### src/rtl/qua_lsp_pkg.sv
// Shared constants for the Qua_Lsp resource arbiter: default bus widths, requester indices, FSM encoding.
// Latency: n/a (package only).
// Backpressure: n/a (package only).
package qua_lsp_pkg;

  localparam int DEF_N_REQ  = 4;
  localparam int DEF_ADDR_W = 12;
  localparam int DEF_DATA_W = 32;
  localparam int DEF_OP_W   = 16;

  // Requester slots as wired in the Qua_Lsp top level. Under fixed priority,
  // slot 0 can starve the others, so the slot order is significant.
  localparam int REQ_PREV_UPDATE = 0;
  localparam int REQ_EXPAND      = 1;
  localparam int REQ_STABILITY   = 2;
  localparam int REQ_GET_QUANT   = 3;

  typedef enum logic {
    ST_IDLE  = 1'b0,
    ST_OWNED = 1'b1
  } arb_state_e;

  // Width of a requester index. The result is never 0, even for a single requester.
  function automatic int idx_w(input int n);
    return (n > 1) ? $clog2(n) : 1;
  endfunction

endpackage

### src/rtl/qua_lsp_arb_pick.sv
// Combinational winner select: request vector (+ round-robin pointer) -> one-hot winner and its index.
// Latency: 0 cycles, purely combinational.
// Backpressure: none; the caller samples the result only while it is idle.
//
// Ports: req_i request vector; ptr_i last winner (round-robin build only);
//        win_vld_o any request present; win_oh_o one-hot winner; win_idx_o winner index.
// Build option QUA_LSP_ARB_ROUND_ROBIN_EN selects round-robin. If it is not defined, the
// lowest index wins.
module qua_lsp_arb_pick
  import qua_lsp_pkg::*;
#(
  parameter int N_REQ = DEF_N_REQ,
  parameter int IDX_W = idx_w(DEF_N_REQ)
) (
  input  logic [N_REQ-1:0] req_i,
`ifdef QUA_LSP_ARB_ROUND_ROBIN_EN
  input  logic [IDX_W-1:0] ptr_i,
`endif
  output logic             win_vld_o,
  output logic [N_REQ-1:0] win_oh_o,
  output logic [IDX_W-1:0] win_idx_o
);

`ifdef QUA_LSP_ARB_ROUND_ROBIN_EN
  int cand;

  // Search starts just after the previous winner and wraps. The previous
  // winner is checked last, at k == N_REQ.
  always_comb begin
    win_vld_o = 1'b0;
    win_oh_o  = '0;
    win_idx_o = '0;
    cand      = 0;
    for (int k = 1; k <= N_REQ; k++) begin
      cand = (int'(ptr_i) + k) % N_REQ;
      if (!win_vld_o && req_i[cand]) begin
        win_vld_o      = 1'b1;
        win_oh_o[cand] = 1'b1;
        win_idx_o      = IDX_W'(cand);
      end
    end
  end
`else
  always_comb begin
    win_vld_o = 1'b0;
    win_oh_o  = '0;
    win_idx_o = '0;
    for (int i = 0; i < N_REQ; i++) begin
      if (!win_vld_o && req_i[i]) begin
        win_vld_o   = 1'b1;
        win_oh_o[i] = 1'b1;
        win_idx_o   = IDX_W'(i);
      end
    end
  end
`endif

endmodule

### src/rtl/qua_lsp_resource_arbiter.sv
// Grants one of N_REQ LSP-quantizer FSMs the shared scratch memory port and add/sub/L_add units.
// Latency: grant 1 edge after req is sampled in IDLE; the bus is steered combinationally while granted.
// Backpressure: no preemption; losers wait while the owner holds req; there is one forced IDLE cycle after each release.
//
// Ports: clk, reset (async active-low); req per-requester request (held for the transaction);
//        req* packed per-requester buses, requester i at [i*W +: W];
//        gnt one-hot grant, owner owner index (0 when idle), busy grant active (all registered);
//        mem*/add*/sub*/L_add* shared outputs, all 0 when no grant is active.
// Build option QUA_LSP_ARB_ROUND_ROBIN_EN selects round-robin arbitration. The default is
// fixed priority, where the lowest index wins.
module qua_lsp_resource_arbiter
  import qua_lsp_pkg::*;
#(
  parameter  int N_REQ  = DEF_N_REQ,
  parameter  int ADDR_W = DEF_ADDR_W,
  parameter  int DATA_W = DEF_DATA_W,
  parameter  int OP_W   = DEF_OP_W,
  localparam int IDX_W  = idx_w(N_REQ)
) (
  input  logic                    clk,
  input  logic                    reset,
  input  logic [N_REQ-1:0]        req,
  input  logic [N_REQ*ADDR_W-1:0] reqMemReadAddr,
  input  logic [N_REQ*ADDR_W-1:0] reqMemWriteAddr,
  input  logic [N_REQ*DATA_W-1:0] reqMemOut,
  input  logic [N_REQ-1:0]        reqMemWriteEn,
  input  logic [N_REQ*OP_W-1:0]   reqAddOutA,
  input  logic [N_REQ*OP_W-1:0]   reqAddOutB,
  input  logic [N_REQ*OP_W-1:0]   reqSubOutA,
  input  logic [N_REQ*OP_W-1:0]   reqSubOutB,
  input  logic [N_REQ*DATA_W-1:0] reqL_addOutA,
  input  logic [N_REQ*DATA_W-1:0] reqL_addOutB,
  output logic [N_REQ-1:0]        gnt,
  output logic [IDX_W-1:0]        owner,
  output logic                    busy,
  output logic [ADDR_W-1:0]       memReadAddr,
  output logic [ADDR_W-1:0]       memWriteAddr,
  output logic [DATA_W-1:0]       memOut,
  output logic                    memWriteEn,
  output logic [OP_W-1:0]         addOutA,
  output logic [OP_W-1:0]         addOutB,
  output logic [OP_W-1:0]         subOutA,
  output logic [OP_W-1:0]         subOutB,
  output logic [DATA_W-1:0]       L_addOutA,
  output logic [DATA_W-1:0]       L_addOutB
);

  arb_state_e       state_q, state_d;
  logic [N_REQ-1:0] gnt_q, gnt_d;
  logic [IDX_W-1:0] owner_q, owner_d;
  logic             busy_q, busy_d;

  logic             win_vld;
  logic [N_REQ-1:0] win_oh;
  logic [IDX_W-1:0] win_idx;

`ifdef QUA_LSP_ARB_ROUND_ROBIN_EN
  // Index of the last winner. It resets to the top slot so that requester 0 wins first.
  logic [IDX_W-1:0] ptr_q, ptr_d;
`endif

  qua_lsp_arb_pick #(
    .N_REQ (N_REQ),
    .IDX_W (IDX_W)
  ) u_pick (
    .req_i     (req),
`ifdef QUA_LSP_ARB_ROUND_ROBIN_EN
    .ptr_i     (ptr_q),
`endif
    .win_vld_o (win_vld),
    .win_oh_o  (win_oh),
    .win_idx_o (win_idx)
  );

  always_comb begin
    state_d = state_q;
    gnt_d   = gnt_q;
    owner_d = owner_q;
    busy_d  = busy_q;
`ifdef QUA_LSP_ARB_ROUND_ROBIN_EN
    ptr_d   = ptr_q;
`endif
    unique case (state_q)
      ST_IDLE: begin
        if (win_vld) begin
          state_d = ST_OWNED;
          gnt_d   = win_oh;
          owner_d = win_idx;
          busy_d  = 1'b1;
`ifdef QUA_LSP_ARB_ROUND_ROBIN_EN
          ptr_d   = win_idx;
`endif
        end
      end
      ST_OWNED: begin
        // Release goes back through IDLE rather than straight to the next
        // winner. The empty cycle keeps two owners' writes from abutting.
        if (!req[owner_q]) begin
          state_d = ST_IDLE;
          gnt_d   = '0;
          owner_d = '0;
          busy_d  = 1'b0;
        end
      end
      default: begin
        state_d = ST_IDLE;
        gnt_d   = '0;
        owner_d = '0;
        busy_d  = 1'b0;
      end
    endcase
  end

  always_ff @(posedge clk or negedge reset) begin
    if (!reset) begin
      state_q <= ST_IDLE;
      gnt_q   <= '0;
      owner_q <= '0;
      busy_q  <= 1'b0;
`ifdef QUA_LSP_ARB_ROUND_ROBIN_EN
      ptr_q   <= IDX_W'(N_REQ - 1);
`endif
    end else begin
      state_q <= state_d;
      gnt_q   <= gnt_d;
      owner_q <= owner_d;
      busy_q  <= busy_d;
`ifdef QUA_LSP_ARB_ROUND_ROBIN_EN
      ptr_q   <= ptr_d;
`endif
    end
  end

  // Steer the owner's slice onto the shared units. Every output is forced to 0
  // when no grant is active. The write enable is also gated by the owner's own
  // grant bit, so a requester without a grant can never write.
  always_comb begin
    memReadAddr  = '0;
    memWriteAddr = '0;
    memOut       = '0;
    memWriteEn   = 1'b0;
    addOutA      = '0;
    addOutB      = '0;
    subOutA      = '0;
    subOutB      = '0;
    L_addOutA    = '0;
    L_addOutB    = '0;
    if (busy_q) begin
      memReadAddr  = reqMemReadAddr [owner_q*ADDR_W +: ADDR_W];
      memWriteAddr = reqMemWriteAddr[owner_q*ADDR_W +: ADDR_W];
      memOut       = reqMemOut      [owner_q*DATA_W +: DATA_W];
      memWriteEn   = reqMemWriteEn[owner_q] & gnt_q[owner_q];
      addOutA      = reqAddOutA     [owner_q*OP_W   +: OP_W];
      addOutB      = reqAddOutB     [owner_q*OP_W   +: OP_W];
      subOutA      = reqSubOutA     [owner_q*OP_W   +: OP_W];
      subOutB      = reqSubOutB     [owner_q*OP_W   +: OP_W];
      L_addOutA    = reqL_addOutA   [owner_q*DATA_W +: DATA_W];
      L_addOutB    = reqL_addOutB   [owner_q*DATA_W +: DATA_W];
    end
  end

  assign gnt   = gnt_q;
  assign owner = owner_q;
  assign busy  = busy_q;

endmodule

### config.mk
export PLATFORM = sky130hd
export DESIGN_NAME = qua_lsp_resource_arbiter
export DESIGN_NICKNAME = d
export VERILOG_FILES = /design/src/rtl/qua_lsp_pkg.sv /design/src/rtl/qua_lsp_arb_pick.sv /design/src/rtl/qua_lsp_resource_arbiter.sv
export SDC_FILE = /design/constraint.sdc
export NUM_CORES = 1
export LEC_CHECK = 0
export CELL_PAD_IN_SITES_DETAIL_PLACEMENT = 1
export CELL_PAD_IN_SITES_GLOBAL_PLACEMENT = 1
export CORE_AREA = 3 3 359 361
export DETAILED_ROUTE_END_ITERATION = 8
export DIE_AREA = 0 0 362 364
export PLACE_DENSITY = 0.35
export SLEW_MARGIN = 25
export SYNTH_ARGS = -nofsm -noshare
export SYNTH_HDL_FRONTEND = slang
export SYNTH_SLANG_ARGS = --single-unit
### constraint.sdc
create_clock -name clk -period 2 [get_ports clk]
set_input_delay 0.4 -clock clk [delete_from_list [all_inputs] [get_ports clk]]
set_output_delay 0.4 -clock clk [all_outputs]
set_load 0.01 [all_outputs]
# After elaboration in Yosys (flattened, before gate mapping)

Cells that the tools add are included.

Multiply operators: 1
Order comparisons: 1
Eq/ne operators: 2
Shifts and indexed selects: 9
Mux-type cells: 38
Bitwise logic cells: 2
Reductions and logical operators: 7

Operators with widths:

| cell                                                  | count |
|---|---|
| variable part select 128 x 8 -> 32 bit                | 3 |
| variable part select 64 x 7 -> 16 bit                 | 4 |
| 2-to-1 mux 32 bit                                     | 3 |
| variable part select 48 x 7 -> 12 bit                 | 2 |
| 2-to-1 mux 16 bit                                     | 4 |
| 2-to-1 mux 12 bit                                     | 2 |
| 2-to-1 mux 1 bit                                      | 16 |
| 2-to-1 mux 2 bit                                      | 4 |
| 2-to-1 mux 4 bit                                      | 2 |
| case mux 4 bit (2 select lines)                       | 1 |
| binary-select mux 1 bit (select 2 bit)                | 3 |
| multiplier 2 x 2 -> 4 bit, second input constant      | 1 |
| case mux 1 bit (2 select lines)                       | 2 |
| case mux 2 bit (2 select lines)                       | 1 |
| logical AND 1 bit                                     | 3 |
| logical NOT 1 bit                                     | 3 |
| < comparator 2 x 3 -> 1 bit, second input constant    | 1 |
| inequality test 2 x 1 -> 1 bit, second input constant | 1 |
| inequality test 2 bit, second input constant          | 1 |
| AND reduction 2 bit                                   | 1 |
| AND 1 bit                                             | 1 |
| inverter 1 bit                                        | 1 |

Register bits after elaboration: 8
Bits of input ports: 746
Logic and storage cells: 64

# Logic depth before layout (Yosys ltp)

Gate-level depths: netlist of run 1.

Depth after elaboration: 12
Mapped depth: 5
Depth with buffers taken out: 3

# Hierarchy

A second synthesis of run 1 with hierarchy kept.

Cells, all modules: 481
Area, all modules: 6200.9 µm²

Modules (own cells, without submodules):

| module                   | instances | cells each | area an instance (µm²) | seq. area each (µm²) |
|---|---|---|---|---|
| qua_lsp_resource_arbiter | 1         | 470        | 6139.6                 | 200.2 |
| qua_lsp_arb_pick         | 1         | 11         | 61.3                   | 0.0 |

# Worst setup path before layout of run 1

Ideal clock, no wire load.

Path kind: reg2out
Start point: register owner_q[0] (netlist: owner[0])
End point: output addOutA[0]
Data arrival time: 1.489 ns
Data required time: 1.600 ns
Slack: 0.111 ns
Stages on the path, launching flop included: 5
Path buffers: 2
Cell sequence: dfrtp_1 buf_4 buf_6 mux4_2 and2_1

Cells in the longest elaborated chain, start to end: 2

RTL lines:

| item                                  | RTL line                        | source |
|---|---|---|
| start: declaration                    | qua_lsp_resource_arbiter.sv:50  | `logic [IDX_W-1:0] owner_q, owner_d;` |
| start signal: assignment              | qua_lsp_resource_arbiter.sv:126 | `owner_q <= owner_d;` |
| variable part select 64 x 7 -> 16 bit | qua_lsp_resource_arbiter.sv:153 | `addOutA = reqAddOutA [owner_q*OP_W +: OP_W];` |
| 2-to-1 mux 16 bit                     | qua_lsp_resource_arbiter.sv:148 | `if (busy_q) begin` |
| end: declaration                      | qua_lsp_resource_arbiter.sv:40  | `output logic [OP_W-1:0] addOutA,` |

Every way passes these cells.

# Worst setup path in the final report of run 1

Start point: register owner_q[0] (netlist: owner[0])
End point: output addOutB[4]

Cells in the longest elaborated chain, start to end: 2

RTL lines:

| item                                  | RTL line                        | source |
|---|---|---|
| variable part select 64 x 7 -> 16 bit | qua_lsp_resource_arbiter.sv:154 | `addOutB = reqAddOutB [owner_q*OP_W +: OP_W];` |
| 2-to-1 mux 16 bit                     | qua_lsp_resource_arbiter.sv:148 |  |
| end: declaration                      | qua_lsp_resource_arbiter.sv:41  | `output logic [OP_W-1:0] addOutB,` |

Every way passes these cells.

==> results of run 1 <==
final cells by class:
class / count / share of cell area, %
well taps: 1650 / 10.2
diodes: 8 / 0.0988
clock buffers: 4 / 0.389
inverters: 6 / 0.111
multi-input cells: 406 / 29.3
flip-flops and latches: 8 / 1.04
repair buffers: 1130 / 58.9
power by group through the flow:
stage	combinational [mW]	sequential (mW)	clock, mW
global route	14.8	0.295	0.367
global placement	11.3	0.279	0
finish	13.9	0.287	0.347
CTS	11.3	0.283	0.355
detailed placement	11.2	0.282	0
floorplan	4.43	0.253	0
cells in the mapped netlist, types with 2 or more instances:
library cell / instances / area, um^2
and2_1: 185 / 1160
mux4_2: 184 / 4140
clkbuf_1: 24 / 90.1
buf_6: 18 / 203
buf_2: 15 / 75.1
dfrtp_1: 8 / 200
o21ai_0: 7 / 35.0
inv_1: 6 / 22.5
nand2_1: 4 / 15.0
nor2_1: 4 / 15.0
a21oi_1: 3 / 15.0
buf_1: 3 / 11.3
buf_4: 3 / 22.5
nand3_1: 3 / 15.0
mux2_2: 2 / 22.5
nor2b_1: 2 / 12.5
o211ai_1: 2 / 15.0
flip-flops by register name, indices dropped and copies added (netlist names):
| signal | cells |
|---|---|
| owner | 2 |
| state_q | 1 |
| busy | 1 |
| gnt | 4 |
logic make-up after synthesis:
group,share of synthesized area [%]
flip-flops,3.26
buffers and inverters,6.90
AO/OA/AOI/OAI,1.81
multiplexers,68.0
AND/OR/NAND/NOR,20.1
path summary, 6_finish.rpt:
path	start	to	slack, ns	cells after the start
setup / recovery	owner[0]	addOutB[4]	-0.59	8
hold / removal	reset	owner[0]	0.47	1
setup reg to reg	owner[0]	gnt[3]	-0.07	8
hold reg to reg	state_q	state_q	0.67	1
max in group asynchronous	reset	owner[1]	1.20	1
min in group clk	state_q	state_q	0.67	1
metrics by stage:
step / hold slack (ns) / worst slack (ns) / std cells
final: 0.473 / -0.590 / 3212
after global placement: 0.654 / -0.851 / 3102
after detailed placement: 0.651 / -0.837 / 3102
after CTS: 0.490 / -0.801 / 3114
after global routing: 0.504 / -0.637 / 3208
after floorplan: 0.104 / 0.111 / 483
timing repair:
item / in CTS / in global routing
resized for setup: 178 / 918
endpoints found under the hold margin: 0 / 0
buffers inserted: 8 / 92
gates cloned: 0 / 6
setup endpoints to repair: 188 / 188
pin swaps: 0 / 119
per-layer routing:
layer,routed length (um),track usage [%],up-vias
li1,-,-,4132
met1,30200,12.1,4863
met2,43100,20.8,537
met3,8040,4.65,54
met4,948,1.35,18
met5,111,0,-
==> results.py, run 1 <==
metrics = {
    "clock_network": {
        "cts_tree": "yes",
        "clkSinkCount": 8,
        "clk_path_buf_depth": 2,
        "cts_buffers": 3,
        "clkSlewWorstSetupHoldPaths_ns": 0.04,
        "htreeDepth": 1,
        "holdBufCountCts": 0,
        "clkLatencyLatePin_ns": 0.23,
        "cts_root_buffer": "clkbuf_16",
    },
    "global_routing": {
        "grt_max_degree": 43,
        "grt_pass1_vias": 10616,
        "grt_usage_pct": 11.2,
        "grt_pass1_wl_mm": 99.7,
        "antenna_found_initial": 38,
        "overflow": 0,
    },
    "timing": {
        "finalHoldViolCount": 0,
        "min_period_over_period_pct": 130,
        "drv_slew": 0,
        "period_needed_ns": 2.59,
        "tightest_slew_ns": 0.412,
        "clock_skew_ns": 0.000341,
        "setup_viol": 189,
        "maxSlewHeadroom_pct": 72.4,
        "rsz0062_at_grt": "true",
        "clock.fmax_ghz": 0.386,
        "setup-tns-final_ns": -78.60,
        "layout_setup_ws_ns": -0.590,
    },
    "layout": {
        "drive_above_1_share_pct": 47.0,
        "fin_nets": 2301,
        "fin_area_mm2": 0.0203,
        "nFillCells": 14469,
        "final_cell_mix": "clkdlybuf4s50_1 (747), buf_6 (215), mux4_2 (184)",
        "utilization_pct": 16.1,
        "syn_to_final_growth_pct": 230,
        "seqCellArea_um2": 211,
        "mostFrequentLayoutCell": "clkdlybuf4s50_1",
        "multi_input_area_mm2": 0.00593,
    },
    "power_and_ir_drop": {
        "power_mw": 14.6,
        "power_frac_seq_pct": 2.0,
        "ir_drop_mv": 0.270,
        "p_leak_nw": 7.40,
        "power.density_mw_per_mm2": 718,
        "p_int_mw": 8.98,
        "switching_share_pct": 38.3,
        "power_frac_comb_pct": 95.6,
        "clock_power_share_pct": 2.4,
        "switching_power_mw": 5.57,
    },
    "yosys": {
        "syn-cell-area_mm2": 0.00615,
        "async_flop_share_pct": 100,
        "synth_seq_cells": 8,
        "syn_area_per_cell_um2": 12.7,
        "ys_seq_area_share_pct": 3.26,
        "synth_nets": 1229,
        "yosys_warnings": 0,
        "yosysUniqueCellTypes": 27,
        "synth_edf_count": 0,
        "syn_inst": 483,
        "synth_flop_cell": "dfrtp_1",
    },
    "floorplanning": {
        "die_w_um": 362,
        "initial_utilization_pct": 4.89,
        "io_pins": 938,
        "core_area_mm2": 0.126,
        "die_h_um": 364,
        "row_count": 130,
        "dieArea_mm2": 0.132,
    },
    "placement": {
        "io_buffer_count": 937,
        "dpl_cell_area_mm2": 0.0182,
        "gp_congestion": 0.949,
        "dp_hpwl_mm": 72.1,
    },
    "drt": {
        "drc": 0,
        "vias": 9604,
        "drt_pre_antenna_iters": 4,
        "drt_iter0_markers": 254,
        "ant_nets": 0,
        "wl_mm": 82.4,
        "post_drt_wl_per_cell_um": 25.6,
        "vias_per_cell": 2.99,
    },
    "worst_setup_path": {
        "cp_num_buf_inv": 6,
        "path_class": "reg -> out",
        "worstPathArrival_ns": 2.19,
        "cp.required_ns": 1.60,
        "critPathSlowestCell": "dfrtp_4",
        "worstPathMaxFanout": 7,
        "path_cells": "buf_12 -> buf_12 -> buf_8 -> clkbuf_16 -> buf_4 -> mux4_2 -> and2_4 -> buf_6",
        "cp_common_cell": "buf_12",
        "crit_family": "buffers and inverters",
        "max_stage_delay_ns": 0.50,
        "start_kind": "flip-flop",
        "worstSetupEndpointType": "primary output",
    },
    "hold_path": {
        "min_path_type": "in -> async",
    },
    "run_status": {
        "violations": "negative setup slack",
        "status": "finished with violations",
    },
    "job": {
        "cap_viol_max_count": 0,
    },
}
(Power assumes the default switching activity.)
==> run 2, diff against run 1 <==
Settings changed: MAX_ROUTING_LAYER set to met4, SKIP_CTS_REPAIR_TIMING set to 1.
==> results.py, run 2 (synthesis gave the netlist of run 1 again) <==
metrics = {
    "run_status": {
        "status": "finished with violations",
        "violations": "negative setup slack",
    },
    "floorplanning": {
        "die_w_um": 362,
        "core_area_mm2": 0.126,
        "row_count": 130,
        "io_pins": 938,
        "dieArea_mm2": 0.132,
        "initial_utilization_pct": 4.89,
        "die_h_um": 364,
    },
    "worst_setup_path": {
        "worstPathArrival_ns": 2.32,
        "timing.rr.end": "gnt[1]",
        "max_stage_delay_ns": 0.51,
        "path_class": "reg -> out",
        "r2r_start": "owner[0]",
        "start_kind": "flip-flop",
        "cp.required_ns": 1.60,
        "path_depth": 5,
        "crit_path_end": "memReadAddr[10]",
        "reg2reg_slack_ns": -0.06,
        "critPathSlowestCell": "mux4_2",
        "worstPathMaxFanout": 12,
        "path_cells": "buf_16 -> buf_8 -> mux4_2 -> and2_1 -> clkdlybuf4s50_1",
        "rr_worst_depth": 8,
        "startpoint": "owner[0]",
        "cp_num_buf_inv": 3,
        "worstSetupEndpointType": "primary output",
        "crit_family": "buffers and inverters",
    },
    "drt": {
        "drc": 0,
        "ant_nets": 0,
        "wl_mm": 81.1,
        "vias_per_cell": 2.94,
        "drt_iter0_markers": 288,
        "post_drt_wl_per_cell_um": 25.5,
        "vias": 9326,
        "drt_pre_antenna_iters": 4,
    },
    "layout": {
        "drive_above_1_share_pct": 28.7,
        "nFillCells": 14545,
        "fin_nets": 2251,
        "largest_reg_flops": 4,
        "final_cells": 3176,
        "final_cell_mix": "clkdlybuf4s50_1 (798), mux4_2 (184), and2_1 (160)",
        "syn_to_final_growth_pct": 211,
        "mostFrequentLayoutCell": "clkdlybuf4s50_1",
        "fin_area_mm2": 0.0191,
    },
    "global_routing": {
        "antenna_found_initial": 38,
        "busiest_layer": "met2",
        "grt_usage_pct": 11.5,
        "met1_usage_pct": 12.0,
        "overflow": 0,
        "gr-usage-met2_pct": 21.0,
        "grt_pass1_vias": 10454,
        "use_met3_pct": 4.97,
        "grt_pass1_wl_mm": 99.5,
        "grt_max_degree": 35,
    },
    "timing": {
        "clock_skew_ns": 0.000198,
        "min_period_over_period_pct": 136,
        "clock.fmax_ghz": 0.368,
        "layout_setup_ws_ns": -0.721,
        "drv_slew": 0,
        "period_needed_ns": 2.72,
        "finalHoldViolCount": 0,
        "setup_viol": 189,
        "rsz0062_at_grt": "true",
        "tightest_slew_ns": 0.426,
        "maxSlewHeadroom_pct": 71.5,
    },
    "power_and_ir_drop": {
        "power.density_mw_per_mm2": 634,
        "ir_drop_mv": 0.239,
        "switching_power_mw": 4.90,
        "power_frac_seq_pct": 2.3,
        "power_frac_comb_pct": 94.8,
        "p_leak_nw": 7.40,
        "switching_share_pct": 40.5,
        "p_int_mw": 7.21,
        "clock_power_share_pct": 2.9,
    },
    "placement": {
        "dp_hpwl_mm": 72.6,
        "dpl_cell_area_mm2": 0.0182,
        "gp_congestion": 0.962,
        "io_buffer_count": 937,
        "pre_cts_ws_ns": -0.876,
        "placed_cells": 3101,
    },
    "clock_network": {
        "clk_path_buf_depth": 2,
        "clkSlewWorstSetupHoldPaths_ns": 0.04,
        "cts_root_buffer": "clkbuf_16",
        "cts_tree": "yes",
        "clkLatencyLatePin_ns": 0.23,
        "clkSinkCount": 8,
        "cts_buffers": 3,
        "htreeDepth": 1,
    },
    "job": {
        "cap_viol_max_count": 0,
    },
    "hold_path": {
        "min_path_type": "in -> async",
    },
}
==> run 2: cell types whose count changed in the layout (fill, tap and decap cells not counted), sizes merged <==
cell	change
buf	-189
dlymetal6s2s	+60
clkdlybuf4s50	+51
clkbuf	+28
diode	+14
==> run 2: area by class of cell <==
cell class | count | area [um^2] | share of cell area, %
inverters | 6 | 22.5 | 0.118
flip-flops and latches | 8 | 211 | 1.11
multi-input cells | 406 | 5580 | 29.3
clock buffers | 4 | 78.8 | 0.413
repair buffers | 1080 | 11100 | 58.0
diodes | 22 | 55.1 | 0.288
well taps | 1650 | 2060 | 10.8
==> run 2: power by group through the flow <==
stage | Combinational, mW | Clock [mW] | Sequential [mW]
floorplan | 4.43 | 0 | 0.253
global placement | 11.3 | 0 | 0.281
detailed placement | 11.3 | 0 | 0.281
CTS | 11.3 | 0.353 | 0.280
global route | 12.3 | 0.365 | 0.292
finish | 11.5 | 0.349 | 0.284
==> run 2: per-layer routing <==
| layer | routed length, um | vias up |
|---|---|---|
| met1 | 29600 | 4723 |
| met4 | 578 | 0 |
| met2 | 42900 | 512 |
| met3 | 8070 | 28 |
| met5 | 0 | - |
| li1 | - | 4063 |
==> run 2: worst min-delay path by stage <==
| stage | endpoint |
|---|---|
| 6_report | gnt[0] |
| 5_1_grt | busy |
| 4_1_cts | state_q |
| 3_5_place_dp | busy |
| 3_3_place_gp | busy |
| 2_1_floorplan | busy |
==> run 2: stage by stage <==
| step | hold WS (ns) | setup TNS (ns) | total power [mW] | util [%] |
|---|---|---|---|---|
| 2_1_floorplan | 0.104 | 0 | 4.69 | - |
| 4_1_cts | 0.486 | -139.29 | 12.0 | 14.5 |
| 6_report | 0.478 | -94.60 | 12.1 | 15.2 |
| 3_3_place_gp | 0.639 | -94.72 | 11.6 | 14.5 |
| 3_5_place_dp | 0.654 | -94.06 | 11.5 | 14.5 |
| 5_1_grt | 0.512 | -107.42 | 13.0 | 15.2 |
==> run 3, diff against run 2 <==
Settings changed: GPL_ROUTABILITY_DRIVEN set to 0.
==> results.py, run 3 (synthesis gave the netlist of run 1 again) <==
metrics = {
    "timing": {
        "layout_setup_ws_ns": -0.787,
        "period_needed_ns": 2.79,
        "setup_viol": 187,
        "drv_slew": 0,
        "clock.fmax_ghz": 0.359,
        "holdWs_ns": 0.472,
        "rsz0062_at_grt": "true",
        "clock_skew_ns": 0.00235,
        "finalHoldViolCount": 0,
        "maxSlewHeadroom_pct": 68.1,
        "tightest_slew_ns": 0.479,
        "min_period_over_period_pct": 139,
    },
    "clock_network": {
        "htreeDepth": 1,
        "cts_root_buffer": "clkbuf_16",
        "cts_buffers": 3,
        "clk_path_buf_depth": 2,
        "clkSlewWorstSetupHoldPaths_ns": 0.04,
        "clkSinkCount": 8,
        "clkLatencyLatePin_ns": 0.24,
        "cts_tree": "yes",
    },
    "drt": {
        "vias_per_cell": 2.89,
        "wl_mm": 77.3,
        "drt_iter0_markers": 292,
        "ant_nets": 0,
        "vias": 9085,
        "drt_pre_antenna_iters": 4,
        "post_drt_wl_per_cell_um": 24.6,
        "drc": 0,
    },
    "floorplanning": {
        "dieArea_mm2": 0.132,
        "initial_utilization_pct": 4.89,
        "core_area_mm2": 0.126,
        "row_count": 130,
        "io_pins": 938,
        "die_w_um": 362,
        "die_h_um": 364,
    },
    "worst_setup_path": {
        "worstPathArrival_ns": 2.39,
        "cp_common_cell": "buf_12",
        "max_stage_delay_ns": 0.52,
        "rr_worst_depth": 5,
        "worstPathMaxFanout": 13,
        "critPathSlowestCell": "mux4_2",
        "crit_family": "buffers and inverters",
        "path_class": "reg -> out",
        "path_cells": "buf_12 -> buf_16 -> buf_12 -> mux4_2 -> and2_1 -> clkdlybuf4s50_1",
        "timing.rr.end": "owner[1]",
        "worstSetupEndpointType": "primary output",
        "r2r_start": "owner[1]",
        "cp.required_ns": 1.60,
        "start_kind": "flip-flop",
        "cp_num_buf_inv": 4,
        "reg2reg_slack_ns": 0.24,
    },
    "power_and_ir_drop": {
        "power_mw": 11.3,
        "power.density_mw_per_mm2": 614,
        "p_leak_nw": 6.68,
        "ir_drop_mv": 0.498,
    },
    "layout": {
        "nFillCells": 14579,
        "mostFrequentLayoutCell": "clkdlybuf4s50_1",
        "largest_reg_flops": 4,
        "final_cell_mix": "clkdlybuf4s50_1 (846), mux4_2 (184), and2_1 (176)",
        "utilization_pct": 14.6,
        "syn_to_final_growth_pct": 199,
        "drive_above_1_share_pct": 23.6,
        "fin_area_mm2": 0.0184,
        "fin_nets": 2207,
    },
    "global_routing": {
        "antenna_found_initial": 45,
        "overflow": 0,
        "grt_pass1_wl_mm": 97.8,
        "grt_pass1_vias": 10511,
        "grt_max_degree": 38,
        "grt_usage_pct": 11.3,
    },
    "placement": {
        "dp_hpwl_mm": 71.0,
        "dpl_cell_area_mm2": 0.0181,
        "io_buffer_count": 937,
    },
    "job": {
        "cap_viol_max_count": 0,
    },
    "hold_path": {
        "min_path_type": "in -> async",
    },
    "run_status": {
        "status": "finished with violations",
        "violations": "negative setup slack",
    },
}
run 3: worst max path at each step:
stage / start / endpoint / slack, ns / cells past startpoint
floorplan: owner[0] / addOutA[0] / 0.11 / 4
global placement: owner[0] / memReadAddr[9] / -0.83 / 5
detailed placement: owner[0] / memReadAddr[9] / -0.84 / 5
CTS: owner[0] / memReadAddr[9] / -1.10 / 5
global route: owner[0] / addOutB[2] / -0.85 / 6
finish: owner[0] / addOutB[2] / -0.79 / 6
run 3: worst reg2reg max path: cells and delay by family (launching register included):
| family | cells | cell delay (ns) |
|---|---|---|
| DFF | 1 | 0.44 |
| buffers and inverters | 2 | 0.36 |
| AOI/OAI and AO/OA | 2 | 0.48 |
| muxes | 1 | 0.36 |
run 3: metal layers:
metal	part of all wire, %	track usage [%]	wire length (um)
met5	0	-	0
met4	0.72	1.44	558
met3	11	5.43	8710
met2	53	20.2	40600
met1	35	11.5	27400
run 3: report_power, final:
part           internal [mW]  switching (mW)
Clock                  0.267          0.0885
Combinational           6.21            4.45
Sequential             0.214          0.0633
Total                   6.69            4.61
run 3: cell type report:
class / count / area [um^2] / area share [%]
clock buffers: 4 / 78.8 / 0.428
flip-flops and latches: 8 / 211 / 1.15
multi-input cells: 406 / 5540 / 30.1
repair buffers: 1036 / 10400 / 56.5
well taps: 1650 / 2060 / 11.2
inverters: 6 / 22.5 / 0.122
diodes: 32 / 80.1 / 0.435
run 3: stage by stage:
| stage | instances | setup WS (ns) | TNS (ns) |
|---|---|---|---|
| after floorplan | 483 | 0.111 | 0 |
| after global placement | 3089 | -0.834 | -92.26 |
| after detailed placement | 3089 | -0.841 | -92.07 |
| after CTS | 3093 | -1.10 | -138.36 |
| after global routing | 3136 | -0.847 | -113.83 |
| final | 3142 | -0.787 | -100.48 |
